<file path="config.mk">
export PLATFORM = sky130hd
export DESIGN_NAME = pwm_motor_drive
export DESIGN_NICKNAME = d
export VERILOG_FILES = /design/src/rtl/pwm_motor_drive.sv
export SDC_FILE = /design/constraint.sdc
export NUM_CORES = 1
export LEC_CHECK = 0
export BUFFER_PORTS_ARGS = -buffer_cell sky130_fd_sc_hd__buf_2
export CORE_MARGIN = 2
export CORE_UTILIZATION = 30
export DETAILED_ROUTE_END_ITERATION = 16
export PLACE_DENSITY = 0.49
export SYNTH_ARGS = -nofsm -noshare
export SYNTH_HDL_FRONTEND = slang
export SYNTH_SLANG_ARGS = --single-unit
</file>
<file path="constraint.sdc">
create_clock -name clk -period 5.5 [get_ports clk]
set_clock_uncertainty 0.2 [all_clocks]
set_input_delay 0.825 -clock clk [delete_from_list [all_inputs] [get_ports clk]]
set_output_delay 0.825 -clock clk [all_outputs]
set_load 0.02 [all_outputs]
</file>
<file path="src/rtl/pwm_motor_drive.sv">
// pwm_motor_drive: tick-driven PWM for one H-bridge channel with duty command,
// direction control and dead time on every direction reversal.
// Optional feature macro: PWM_RAMP_EN (duty slews by RAMP_STEP per period).
module pwm_motor_drive #(
    parameter int PERIOD     = 100,
    parameter int DEAD_TICKS = 10,
    parameter int RAMP_STEP  = 1
) (
    input  logic       clk,
    input  logic       reset,
    input  logic       tick,
    input  logic       enable,
    input  logic [7:0] duty_cmd,
    input  logic       dir_cmd,
    output logic       pwm_a,
    output logic       pwm_b,
    output logic       dir_out,
    output logic       period_start,
    output logic       dead
);

    typedef enum logic [1:0] {IDLE, RUN, DEAD} state_t;

    localparam logic [7:0] PERIOD_C  = 8'(PERIOD);
    localparam logic [7:0] PERIOD_M1 = 8'(PERIOD - 1);
    localparam logic [7:0] DEAD_C    = 8'(DEAD_TICKS);

    state_t     state, state_n;
    logic [7:0] cnt, cnt_n;
    logic [7:0] duty_act, duty_n;
    logic [7:0] dead_cnt, dead_cnt_n;
    logic [7:0] duty_sat, duty_boundary, duty_restart;
    logic       dir_n, pstart_n, pwm_n;

    // Move cur toward tgt by at most RAMP_STEP, landing exactly on tgt.
    function automatic logic [7:0] ramp(input logic [7:0] cur, input logic [7:0] tgt);
        logic [8:0] step;
        step = 9'(RAMP_STEP);
        if ({1'b0, cur} + step <= {1'b0, tgt})
            return cur + step[7:0];
        else if ({1'b0, tgt} + step <= {1'b0, cur})
            return cur - step[7:0];
        else
            return tgt;
    endfunction

    // Saturate the command and pick the duty loaded at a boundary or restart.
    always_comb begin
        duty_sat = (duty_cmd > PERIOD_C) ? PERIOD_C : duty_cmd;
`ifdef PWM_RAMP_EN
        duty_boundary = ramp(duty_act, duty_sat);
        duty_restart  = ramp(8'd0, duty_sat);
`else
        duty_boundary = duty_sat;
        duty_restart  = duty_sat;
`endif
    end

    // Next-state and next-output logic; enable outranks tick.
    always_comb begin
        state_n    = state;
        cnt_n      = cnt;
        duty_n     = duty_act;
        dead_cnt_n = dead_cnt;
        dir_n      = dir_out;
        pstart_n   = 1'b0;
        if (!enable) begin
            state_n = IDLE;
            cnt_n   = 8'd0;
            duty_n  = 8'd0;
        end else begin
            case (state)
                IDLE: begin
                    // outputs are already low, so direction loads without dead time
                    state_n  = RUN;
                    cnt_n    = 8'd0;
                    duty_n   = duty_restart;
                    dir_n    = dir_cmd;
                    pstart_n = 1'b1;
                end
                RUN: begin
                    if (tick) begin
                        if (cnt == PERIOD_M1) begin
                            cnt_n = 8'd0;
                            if (dir_cmd != dir_out) begin
                                state_n    = DEAD;
                                duty_n     = 8'd0;
                                dead_cnt_n = DEAD_C;
                            end else begin
                                duty_n   = duty_boundary;
                                pstart_n = 1'b1;
                            end
                        end else begin
                            cnt_n = cnt + 8'd1;
                        end
                    end
                end
                DEAD: begin
                    if (tick) begin
                        dead_cnt_n = dead_cnt - 8'd1;
                        if (dead_cnt == 8'd1) begin
                            state_n  = RUN;
                            dir_n    = dir_cmd;
                            cnt_n    = 8'd0;
                            duty_n   = duty_restart;
                            pstart_n = 1'b1;
                        end
                    end
                end
                default: state_n = IDLE;
            endcase
        end
        pwm_n = (state_n == RUN) && (cnt_n < duty_n);
    end

    // State and registered outputs, all taken from next-state values.
    always_ff @(posedge clk) begin
        if (reset) begin
            state        <= IDLE;
            cnt          <= 8'd0;
            duty_act     <= 8'd0;
            dead_cnt     <= 8'd0;
            dir_out      <= 1'b0;
            pwm_a        <= 1'b0;
            pwm_b        <= 1'b0;
            period_start <= 1'b0;
            dead         <= 1'b0;
        end else begin
            state        <= state_n;
            cnt          <= cnt_n;
            duty_act     <= duty_n;
            dead_cnt     <= dead_cnt_n;
            dir_out      <= dir_n;
            pwm_a        <= pwm_n & dir_n;
            pwm_b        <= pwm_n & ~dir_n;
            period_start <= pstart_n;
            dead         <= (state_n == DEAD);
        end
    end

endmodule

</file>
[Word-level counts from Yosys, hierarchy flattened]
Index checks and enable logic that the tools add are counted.
Word-level totals
  bits in registers: 31
  bits of input ports: 13
  output and inout port bits: 5
  logic and storage cells: 69
Cells by class
  add/sub/neg operators: 2
  magnitude comparators: 2
  eq/ne operators: 11
  mux-type cells: 36
  bitwise operators: 4
  reduce and logical (&&, ||, !) cells: 5
Operators by type and width (number)
  2-to-1 mux 8 bit: 16
  case mux 8 bit (3 select lines): 2
  case mux 8 bit (2 select lines): 1
  2-to-1 mux 2 bit: 6
  adder 8 x 1 -> 8 bit, second input constant: 1
  equality test 8 x 1 -> 1 bit, second input constant: 1
  equality test 8 x 7 -> 1 bit, second input constant: 1
  > comparator 8 x 7 -> 1 bit, second input constant: 1
  < comparator 8 bit: 1
  2-to-1 mux 1 bit: 8
  != test 2 bit, second input constant: 4
  subtractor 8 x 1 -> 8 bit, second input constant: 1
  case mux 2 bit (3 select lines): 1
  AND reduction 6 bit: 1
  equality test 2 x 1 -> 1 bit, second input constant: 2
  equality test 2 bit, second input constant: 2
  case mux 1 bit (3 select lines): 1
  AND 1 bit: 2
  zero test 2 bit: 1
  inverter 1 bit: 2
  case mux 1 bit (2 select lines): 1
  nonzero test 2 bit: 1
  OR reduction 2 bit: 1
  logical AND 1 bit: 1
  != test 1 bit: 1

[Logic depth before layout (Yosys ltp)]
Gate-level depths: netlist of run 1.
  depth after elaboration: 10
  depth in mapped cells: 14
  mapped depth without buffers: 14

[Worst setup path before layout of run 1]
No wires, ideal clock.
  path type: input -> register
  start point: input tick
  end point: register pwm_a
  library setup time: 0.073 ns
  arrival: 2.961 ns
  data required time: 5.227 ns
  slack: 2.266 ns
  stages on the path: 12
  path buffers: 0
  cells stage by stage: and4_4 > a21boi_2 > nand2b_1 > or4_1 > a21boi_1 > ha_1 > a21o_1 > a21oi_1 > o21ai_0 > a21oi_1 > and4_1 > nor3b_2
On the way
  word-level cells in the longest chain between the ends: 6
  elaborated cells between the ends (all ways): 19
  classes of those cells: order compare (1); eq/ne (1); mux (15); bitwise (1); reduce/logical (1)
RTL lines
  start, declared: RTL line 11  | input logic tick,
  2-to-1 mux 8 bit, on equally long branches: RTL line 99, 82
  case mux 8 bit (3 select lines) *: RTL line 72  | case (state)
  2-to-1 mux 8 bit *: RTL line 67  | if (!enable) begin
  net cnt_n[5]: RTL line 29  | logic [7:0] cnt, cnt_n;
  < comparator 8 bit *: RTL line 113  | pwm_n = (state_n == RUN) && (cnt_n < duty_n);
  logical AND 1 bit *: RTL line 113
  AND 1 bit *: RTL line 134  | pwm_a <= pwm_n & dir_n;
  end signal, assigned: RTL line 134
  end, declared: RTL line 15  | output logic pwm_a,
Mark *: on every way through the listed nets, which the timed path passes. The rest lies on a longest branch.
A chain may end at the register's enable or synchronous reset.

[Worst setup path after layout of run 1]
  start point: register state[1]
  end point: register pwm_a
On the way
  elaborated cells between the ends (all ways): 20
  classes of those cells: order compare (1); eq/ne (3); mux (13); bitwise (1); reduce/logical (2)
RTL lines
  start, declared: RTL line 28  | state_t state, state_n;
  start signal, assigned: RTL line 129  | state <= state_n;
  equality test 2 bit (tied with other cells): RTL line 72
  case mux 8 bit (3 select lines) *: RTL line 72
  2-to-1 mux 8 bit *: RTL line 67
  net cnt_n[5]: RTL line 29
  < comparator 8 bit *: RTL line 113
  logical AND 1 bit *: RTL line 113
  AND 1 bit *: RTL line 134
Marked as above.

==> results of run 1 <==
-- worst max-delay path by stage --
| stage | startpoint | to | slack (ns) |
|---|---|---|---|
| 2_1_floorplan | tick | pwm_a$_SDFF_PP0_ | 2.27 |
| 3_3_place_gp | tick | pwm_a$_SDFF_PP0_ | 1.63 |
| 3_5_place_dp | tick | pwm_a$_SDFF_PP0_ | 1.67 |
| 4_1_cts | state[1]$_SDFF_PP0_ | pwm_a$_SDFF_PP0_ | 1.91 |
| 5_1_grt | state[0]$_SDFF_PP0_ | pwm_b$_SDFF_PP0_ | 1.63 |
| 6_report | state[1]$_SDFF_PP0_ | pwm_a$_SDFF_PP0_ | 1.89 |
-- stage by stage --
step                setup WS [ns]  std cells  area (um^2)  hold slack (ns)
finish                       1.89        321         2200            0.259
global route                 1.63        321         2200            0.279
CTS                          1.91        321         2200            0.259
detailed placement           1.67        313         2090            0.247
global placement             1.63        313         2090            0.244
floorplan                    2.27        227         1940            0.222
-- flip-flops by register name, summed over array words and instances, names as in the netlist --
name          count
cnt               8
dead_cnt          8
duty_act          8
state             2
dead              1
dir_out           1
period_start      1
pwm_a             1
pwm_b             1
-- layout by cell type (no fill, tap or decap), drive strengths merged, types with 4 or more instances in the layout --
cell type / count
nor2b: 7
inv: 6
o21ai: 12
xor2: 4
nor2: 24
buf: 17
a21oi: 13
o21a: 6
clkbuf: 6
ha: 14
nand4: 5
a31oi: 5
nand2: 21
nand2b: 4
dfxtp: 31
a21boi: 6
a22oi: 4
and3: 4
a21o: 4
nand3: 10
-- report_power, final --
part | leakage, nW | internal (mW) | switching, mW
clock | 0.0612 | 0.147 | 0.0932
sequential | 0.251 | 0.228 | 0.00202
combinational | 0.564 | 0.0177 | 0.0285
-- tightest hold or removal path, stage by stage (launching register included) --
cell	delay, ns
dfxtp_1	0.30
nand2_1	0.07
nor2_1	0.04
-- cell families (layout without fill, tap and decap cells) --
kind of cell	after synthesis	after routing
AND/OR/NAND/NOR	100	100
AO/OA/AOI/OAI	61	61
flip-flops	31	31
adder cells (fa/ha/maj)	14	14
buffers and inverters	14	31
XOR/XNOR	7	7
-- routing by layer --
layer | GRT usage, % | vias to the layer above | routed length [um]
met4 | 5.48 | 0 | 95
met5 | 0 | - | 0
met3 | 2.65 | 9 | 140
met1 | 18.8 | 759 | 2330
li1 | - | 867 | -
met2 | 19.4 | 29 | 1960
-- final cells by class --
class / instances / area (um^2)
clock buffer: 6 / 82.6
multi-input combinational: 182 / 1260
timing repair buffer: 17 / 85.1
sequential: 31 / 621
inverter: 6 / 22.5
fill: 663 / 4110
tap: 77 / 96.3
clock inverter: 2 / 35.0
==> flow_summary.json, run 1 <==
{
  "vias": 1664,
  "min_to": "duty_act[7]$_SDFF_PP0_",
  "start_util_pct": 30.7,
  "finalCritPeriodShare_pct": 65.6,
  "maxCapViolCount": 0,
  "critPathArrivalTime_ns": 3.62,
  "hpwl_um": 3330,
  "synth_ff_type": "dfxtp_1",
  "ys_seq_elements": 31,
  "syn_nets": 254,
  "num_rows": 29,
  "synth_compound_area_share_pct": 21.8,
  "ant_nets": 0,
  "synthXorXnorAreaFrac_pct": 3.16,
  "hold_buffers": 0,
  "r2r-start": "state[1]$_SDFF_PP0_",
  "hp-start": "duty_act[7]$_SDFF_PP0_",
  "reg2reg_depth": 13,
  "clk_pin_slew_ns": 0.08,
  "slowest_stage": "or4_1",
  "path_class": "register to register",
  "synth_mux_area_share_pct": 0,
  "yosysWarnings": 0,
  "drv_slew": 0,
  "synthSimpleGateAreaFrac_pct": 31.1,
  "syn_to_final_growth_pct": 13.6,
  "fin_util_pct": 34.9,
  "rsz0062_at_grt": "no",
  "syn_inst": 227,
  "ios": 18,
  "irDropWorstVdd_uv": 100,
  "path_max_fanout": 12,
  "avgSynthCellArea_um2": 8.55,
  "fin_setup_tns_ns": 0,
  "grt_use_total_pct": 13.2,
  "synth_edf_count": 0,
  "hp-class": "register to register",
  "grt_max_degree": 23,
  "nets": 270,
  "overflow": 0,
  "drive_gt1_share_pct": 15.6,
  "worstSkewPairLatency_ns": 0.29,
  "setup_viol": 0,
  "clock.fmax_mhz": 277,
  "worst-path-stages": 13,
  "yosysTopAreaCell": "dfxtp_1",
  "finalCriticalPeriod_ns": 3.61,
  "yosysMostFrequentCell": "dfxtp_1",
  "ys_async_sr_fraction_pct": 0,
  "cp-end-kind": "register",
  "gp_congestion": 0.812,
  "worst-slew-pin-transition_ns": 0.595,
  "regToRegEndpoint": "pwm_a$_SDFF_PP0_",
  "ys_seq_area_share_pct": 32.0,
  "remaining_drc_errors": 0,
  "synth_top_area_share_pct": 32.0,
  "critical_path_buf_inv_count": 1,
  "die_x_um": 84.4,
  "post_drt_wl_per_cell_um": 14.1,
  "grt_pass1_vias": 1522,
  "path_delay_family": "compound AO/OA/AOI/OAI gates",
  "tritoncts.num_buffers": 5,
  "cts_tree": "done",
  "cp_cell_sequence": "inv_1, ha_1, a21boi_2, nand2b_1, or4_1, a21boi_1, ha_1, a21o_1, a21oi_1, o21ai_0, a21oi_1, and4_1, nor3b_2",
  "cts_sinks": 31,
  "synthAdderAreaFrac_pct": 9.03,
  "hold_depth": 2,
  "status": "completed",
  "first_iter_violations": 65,
  "reg2reg_slack_ns": 1.89,
  "ys_types": 50,
  "core_um2": 6310,
  "post_cts_buffers": 0,
  "antenna_found_initial": 0,
  "cts_root_buf": "clkbuf_8",
  "max_stage_delay_ns": 0.53,
  "routed_wl_um": 4530,
  "finalHoldViolations": 0,
  "synth_top_family_by_area": "simple AND/OR/NAND/NOR gates",
  "die_y_um": 84.4,
  "grt_pass1_wl_um": 7510,
  "drt-vias-per-instance": 5.18,
  "htreeDepth": 2,
  "crit_path_start_kind": "register",
  "slew_headroom_pct": 60.2,
  "critPathRequiredTime_ns": 5.51,
  "io_buffers": 17,
  "firstDrtPassIters": 4,
  "dieArea_um2": 7130,
  "power.density_nw_per_um2": 234,
  "synth_common_cells": "dfxtp_1 (31), nor2_1 (24), nand2_1 (21)",
  "antenna_cells": 0,
  "cts_resized": 0,
  "clk_path_buf_depth": 2,
  "p_leak_nw": 0.876,
  "power_mw": 0.516,
  "synth_area_um2": 1940,
  "yosys-top-cells-area": "dfxtp_1 (32%), ha_1 (9.0%), nor2_1 (4.6%), nand2_1 (4.1%), a21oi_1 (3.1%)"
}
Note: power is estimated with default switching activity, not from simulation.
==> inputs of run 2 (changes only) <==
--- a/config.mk
+++ b/config.mk
@@ -9,7 +9,7 @@
 export CORE_MARGIN = 2
 export CORE_UTILIZATION = 30
 export DETAILED_ROUTE_END_ITERATION = 16
-export PLACE_DENSITY = 0.49
+export PLACE_DENSITY = 0.51
 export SYNTH_ARGS = -nofsm -noshare
 export SYNTH_HDL_FRONTEND = slang
 export SYNTH_SLANG_ARGS = --single-unit
==> constraint.sdc (replaced) <==
create_clock -name clk -period 3.2 [get_ports clk]
set_clock_uncertainty 0.2 [all_clocks]
set_input_delay 0.48 -clock clk [delete_from_list [all_inputs] [get_ports clk]]
set_output_delay 0.48 -clock clk [all_outputs]
set_load 0.02 [all_outputs]
==> run 2 against run 1 <==
  * Routed wire length rose by 11%
  * Clock-buffer cell count did not move
  * Worst setup slack got worse by 1.8 ns
  * Critical path depth did not move
  * Total power rose by 78%
  * Register-to-register slack got worse by 1.8 ns
==> flow_summary.json, run 2 (synthesis gave the netlist of run 1 again) <==
{
  "hpwl_um": 3800,
  "path_max_fanout": 2,
  "reg.largest.list": "cnt x8, dead_cnt x8, duty_act x8",
  "critPathRequiredTime_ns": 3.22,
  "setup_viol": 0,
  "critPathArrivalTime_ns": 3.09,
  "antenna_found_initial": 0,
  "crit_path_start_kind": "register",
  "io_buffers": 17,
  "slowest_stage": "or4_4",
  "die_x_um": 84.4,
  "p_leak_nw": 1.09,
  "finalCritPeriodShare_pct": 96.1,
  "grt_pass1_vias": 1745,
  "dieArea_um2": 7130,
  "layout_commonest_cell": "buf_4",
  "fin_util_pct": 41.8,
  "grt_pass1_wl_um": 8400,
  "max_stage_delay_ns": 0.53,
  "vias": 1843,
  "finalCriticalPeriod_ns": 3.08,
  "num_rows": 29,
  "rsz0062_at_grt": "yes",
  "nets": 309,
  "status": "completed",
  "remaining_drc_errors": 0,
  "die_y_um": 84.4,
  "routed_wl_um": 5040,
  "antenna_cells": 0,
  "hp-class": "register to register",
  "clock.fmax_mhz": 325,
  "post_drt_wl_per_cell_um": 14.0,
  "gp_congestion": 0.860,
  "ios": 18,
  "drt-vias-per-instance": 5.12,
  "first_iter_violations": 73,
  "cts_tree": "done",
  "firstDrtPassIters": 4,
  "place_ws_ns": -0.129,
  "cpMostUsedCell": "a21boi_2",
  "grt_use_total_pct": 14.7,
  "clk_pin_slew_ns": 0.07,
  "clk_path_buf_depth": 2,
  "slew_headroom_pct": 69.7,
  "start_util_pct": 30.7,
  "cts_root_buf": "clkbuf_8",
  "path_class": "register to register",
  "critical_path_buf_inv_count": 0,
  "syn_to_final_growth_pct": 35.9,
  "cp-end-kind": "register",
  "core_um2": 6310,
  "worst-slew-pin-transition_ns": 0.455,
  "tritoncts.num_buffers": 5,
  "grt_max_degree": 23,
  "htreeDepth": 2,
  "mostFrequentLayoutCells": "buf_4 (38), dfxtp_1 (25), nor2_1 (24), nand2_1 (21), buf_2 (17)",
  "ant_nets": 0,
  "path_delay_family": "simple AND/OR/NAND/NOR gates",
  "fin_setup_tns_ns": 0,
  "power.density_nw_per_um2": 348,
  "holdWs_ns": 0.256,
  "cts_sinks": 31,
  "worstSkewPairLatency_ns": 0.29,
  "fin_ws_ns": 0.125,
  "drive_gt1_share_pct": 37.1,
  "irDropWorstVdd_uv": 225,
  "cp_cell_sequence": "ha_4, and4_4, a21boi_2, nand2b_1, or4_4, a21boi_2, ha_1, a21o_1, a21oi_2, o21ai_1, a21oi_1, and4_1, nor3b_2",
  "maxCapViolCount": 0,
  "finalHoldViolations": 0,
  "overflow": 0,
  "drv_slew": 0
}
==> run 2: area by class of cell <==
class / count / area [um^2]
timing repair buffer: 56 / 382
sequential: 31 / 631
fill: 659 / 3680
inverter: 6 / 22.5
clock inverter: 2 / 35.0
tap: 77 / 96.3
multi-input combinational: 182 / 1390
clock buffer: 6 / 82.6
==> run 2: timing repair <==
item / CTS / global route
gates resized for setup: 7 / 31
setup endpoints to repair: 2 / 2
pin swaps: 2 / 15
gates cloned: 0 / 0
hold buffers: 0 / 0
buffers inserted: 0 / 2
==> run 2: worst min-delay path, stage by stage (launching register included) <==
cell     delay, ns
dfxtp_1       0.30
nand2_1       0.07
nor2_1        0.04
==> run 2: final timing paths <==
kind,from,to,slack [ns],depth (start not counted)
min reg2reg,duty_act[7]$_SDFF_PP0_,duty_act[7]$_SDFF_PP0_,0.26,2
min,duty_act[7]$_SDFF_PP0_,duty_act[7]$_SDFF_PP0_,0.26,2
max reg2reg,cnt[1]$_SDFF_PP0_,pwm_a$_SDFF_PP0_,0.12,13
max,cnt[1]$_SDFF_PP0_,pwm_a$_SDFF_PP0_,0.12,13
==> run 2: routing by layer <==
layer  share of wire (%)  up-vias  global-route usage [%]
met5                   0        -                       0
met4                 1.2        0                    4.33
met3                 3.9        6                    2.75
met2                  45       39                    22.9
met1                  50      858                    20.7
li1                    -      940                       -
==> run 2: power breakdown <==
group          leakage, nW  switching, mW  internal (mW)  total [mW]
sequential           0.254        0.00418          0.392       0.396
clock               0.0612          0.160          0.252       0.412
combinational        0.775         0.0586         0.0501       0.109
total                 1.09          0.223          0.694       0.917
==> run 2: stage by stage <==
step	cells	cell area, um^2	total power, mW
4_1_cts	358	2520	0.918
2_1_floorplan	227	1940	0.459
3_3_place_gp	350	2360	0.503
3_5_place_dp	350	2360	0.502
6_report	360	2640	0.917
5_1_grt	360	2640	0.952
==> inputs of run 3 (changes only) <==
--- a/config.mk
+++ b/config.mk
@@ -6,7 +6,7 @@
 export NUM_CORES = 1
 export LEC_CHECK = 0
 export BUFFER_PORTS_ARGS = -buffer_cell sky130_fd_sc_hd__buf_2
-export CORE_MARGIN = 2
+export CORE_MARGIN = 3
 export CORE_UTILIZATION = 30
 export DETAILED_ROUTE_END_ITERATION = 16
 export PLACE_DENSITY = 0.51
==> run 3 against run 2 <==
  * Die area rose by 4.8%
  * Worst setup slack improved by 0.016 ns
  * Flip-flop and latch count stayed put
  * Clock power is 26% lower
  * Sequential power about the same
  * Sequential share of layout area grew 0.83 points
  * Critical endpoint unchanged
  * Largest cell class unchanged
  * Highest routed layer unchanged
==> flow_summary.json, run 3 (synthesis gave the netlist of run 1 again) <==
{
  "status": "completed",
  "antenna_found_initial": 0,
  "cp_cell_sequence": "or4_4, o21ai_4, a21boi_1, buf_4, a22oi_2, ha_1, a21o_1, a21oi_1, o21ai_1, a21oi_1, and4_1, nor3b_2",
  "placed_area_um2": 2320,
  "swShare_pct": 26.5,
  "critPathArrivalTime_ns": 3.08,
  "layout_commonest_cell": "buf_4",
  "drt-vias-per-instance": 5.19,
  "cp-end-kind": "register",
  "path_class": "register to register",
  "finalCritPeriodShare_pct": 95.6,
  "core_um2": 6100,
  "power.density_nw_per_um2": 317,
  "reg.largest.list": "cnt x8, dead_cnt x8, duty_act x8",
  "num_rows": 28,
  "firstDrtPassIters": 4,
  "cts_tree": "done",
  "finalCriticalPeriod_ns": 3.06,
  "combPwrFrac_pct": 13.0,
  "first_iter_violations": 123,
  "irDropWorstVdd_uv": 189,
  "p_leak_nw": 1.05,
  "grt_max_degree": 23,
  "fin_cells": 356,
  "worst-slew-pin-transition_ns": 0.466,
  "routed_wl_um": 5010,
  "ios": 18,
  "remaining_drc_errors": 0,
  "slowest_stage": "or4_4",
  "maxCapViolCount": 0,
  "tritoncts.num_buffers": 5,
  "clk_pin_slew_ns": 0.07,
  "reg2reg_slack_ns": 0.14,
  "post_drt_wl_per_cell_um": 14.1,
  "pwr-share-clk_pct": 37.6,
  "drive_gt1_share_pct": 33.8,
  "setup_viol": 0,
  "power.switching_mw": 0.213,
  "hold_depth": 2,
  "min_to": "duty_act[7]$_SDFF_PP0_",
  "clk_path_buf_depth": 2,
  "clock.fmax_mhz": 327,
  "design_area_um2": 2540,
  "io_buffers": 17,
  "cts_sinks": 31,
  "r2r-start": "cnt[4]$_SDFF_PP0_",
  "antenna_cells": 0,
  "cts_root_buf": "clkbuf_8",
  "htreeDepth": 2,
  "overflow": 0,
  "max_stage_delay_ns": 0.57,
  "die_y_um": 86.4,
  "hp-start": "duty_act[7]$_SDFF_PP0_",
  "mostFrequentLayoutCells": "buf_4 (36), dfxtp_1 (25), nor2_1 (24), nand2_1 (21), buf_2 (17)",
  "grt_pass1_wl_um": 8270,
  "rsz0062_at_grt": "yes",
  "intPower_mw": 0.591,
  "gp_congestion": 0.849,
  "critical_path_buf_inv_count": 1,
  "critPathRequiredTime_ns": 3.22,
  "hpwl_um": 3770,
  "grt_pass1_vias": 1702,
  "vias": 1849,
  "cpMostUsedCell": "a21oi_1",
  "syn_to_final_growth_pct": 30.8,
  "path_max_fanout": 7,
  "hp-class": "register to register",
  "regToRegEndpoint": "pwm_a$_SDFF_PP0_",
  "dieArea_um2": 7470,
  "ant_nets": 0,
  "seqPwrFrac_pct": 49.4,
  "drv_slew": 0,
  "grt_use_total_pct": 14.0,
  "die_x_um": 86.4,
  "start_util_pct": 31.8,
  "slew_headroom_pct": 69.0,
  "dp_cells": 342,
  "path_delay_family": "compound AO/OA/AOI/OAI gates",
  "nets": 307,
  "finalHoldViolations": 0,
  "crit_path_start_kind": "register",
  "worstSkewPairLatency_ns": 0.29,
  "reg2reg_depth": 12
}
[run 3: cell count changes in the layout (fill, tap and decap cells not counted), moves of 2 or more]
cell	change
a21boi_1	+2
a21oi_1	+2
a21oi_2	-2
buf_4	-2
clkinv_2	+2
ha_4	-2
[run 3: power groups by stage]
stage / Clock (mW) / Combinational [mW] / Sequential, mW
2_1_floorplan: 0 / 0.0517 / 0.408
3_3_place_gp: 0 / 0.0975 / 0.405
3_5_place_dp: 0 / 0.0973 / 0.405
4_1_cts: 0.315 / 0.0984 / 0.397
5_1_grt: 0.334 / 0.115 / 0.397
6_report: 0.303 / 0.105 / 0.397
[run 3: how the worst max path moves through the flow]
stage / start / endpoint / slack (ns) / cells past startpoint
2_1_floorplan: cnt[0]$_SDFF_PP0_ / pwm_a$_SDFF_PP0_ / 0.19 / 13
3_3_place_gp: tick / pwm_a$_SDFF_PP0_ / -0.10 / 13
3_5_place_dp: cnt[2]$_SDFF_PP0_ / pwm_a$_SDFF_PP0_ / -0.06 / 12
4_1_cts: cnt[1]$_SDFF_PP0_ / pwm_a$_SDFF_PP0_ / 0.01 / 13
5_1_grt: dead_cnt[1]$_SDFFE_PP0P_ / pwm_a$_SDFF_PP0_ / -0.04 / 16
6_report: cnt[4]$_SDFF_PP0_ / pwm_a$_SDFF_PP0_ / 0.14 / 12
[run 3: metal layers]
metal  vias up  global-route usage, %  part of all wire, %
met1       868                   20.2                   52
met3         8                   3.33                  4.2
met2        35                   20.4                   43
met5         -                      0                    0
met4         0                   4.39                  1.2
li1        938                      -                    -
[run 3: timing repair]
action	CTS	global route
pin swaps	2	13
hold buffers	0	0
gates resized for setup	5	22
setup buffers	0	6
setup endpoints to repair	2	2
[run 3: layout make-up]
cell class | count | area, um^2
clock buffers | 5 | 68.8
clock inverters | 3 | 15.0
fillers | 638 | 3560
inverters | 6 | 22.5
multi-input cells | 182 | 1340
flip-flops and latches | 31 | 628
well taps | 75 | 93.8
repair buffers | 54 | 367
[run 3: worst register-to-register path, stage by stage, from the launching register on]
cell	delay [ns]
dfxtp_1	0.35
or4_4	0.57
o21ai_4	0.19
a21boi_1	0.09
buf_4	0.17
a22oi_2	0.20
ha_1	0.26
a21o_1	0.18
a21oi_1	0.15
o21ai_1	0.08
a21oi_1	0.19
and4_1	0.22
nor3b_2	0.15
[run 3: metrics by stage]
stage                     power, mW  setup WS (ns)  setup TNS, ns  hold slack, ns  util [%]
final                         0.804          0.141              0           0.251      41.6
after detailed placement      0.503        -0.0644         -0.114           0.247      38.0
after CTS                     0.810         0.0123              0           0.256      39.8
after global routing          0.847        -0.0382        -0.0653           0.270      41.6
after floorplan               0.459          0.195              0           0.222         -
after global placement        0.503         -0.104         -0.199           0.236      38.0
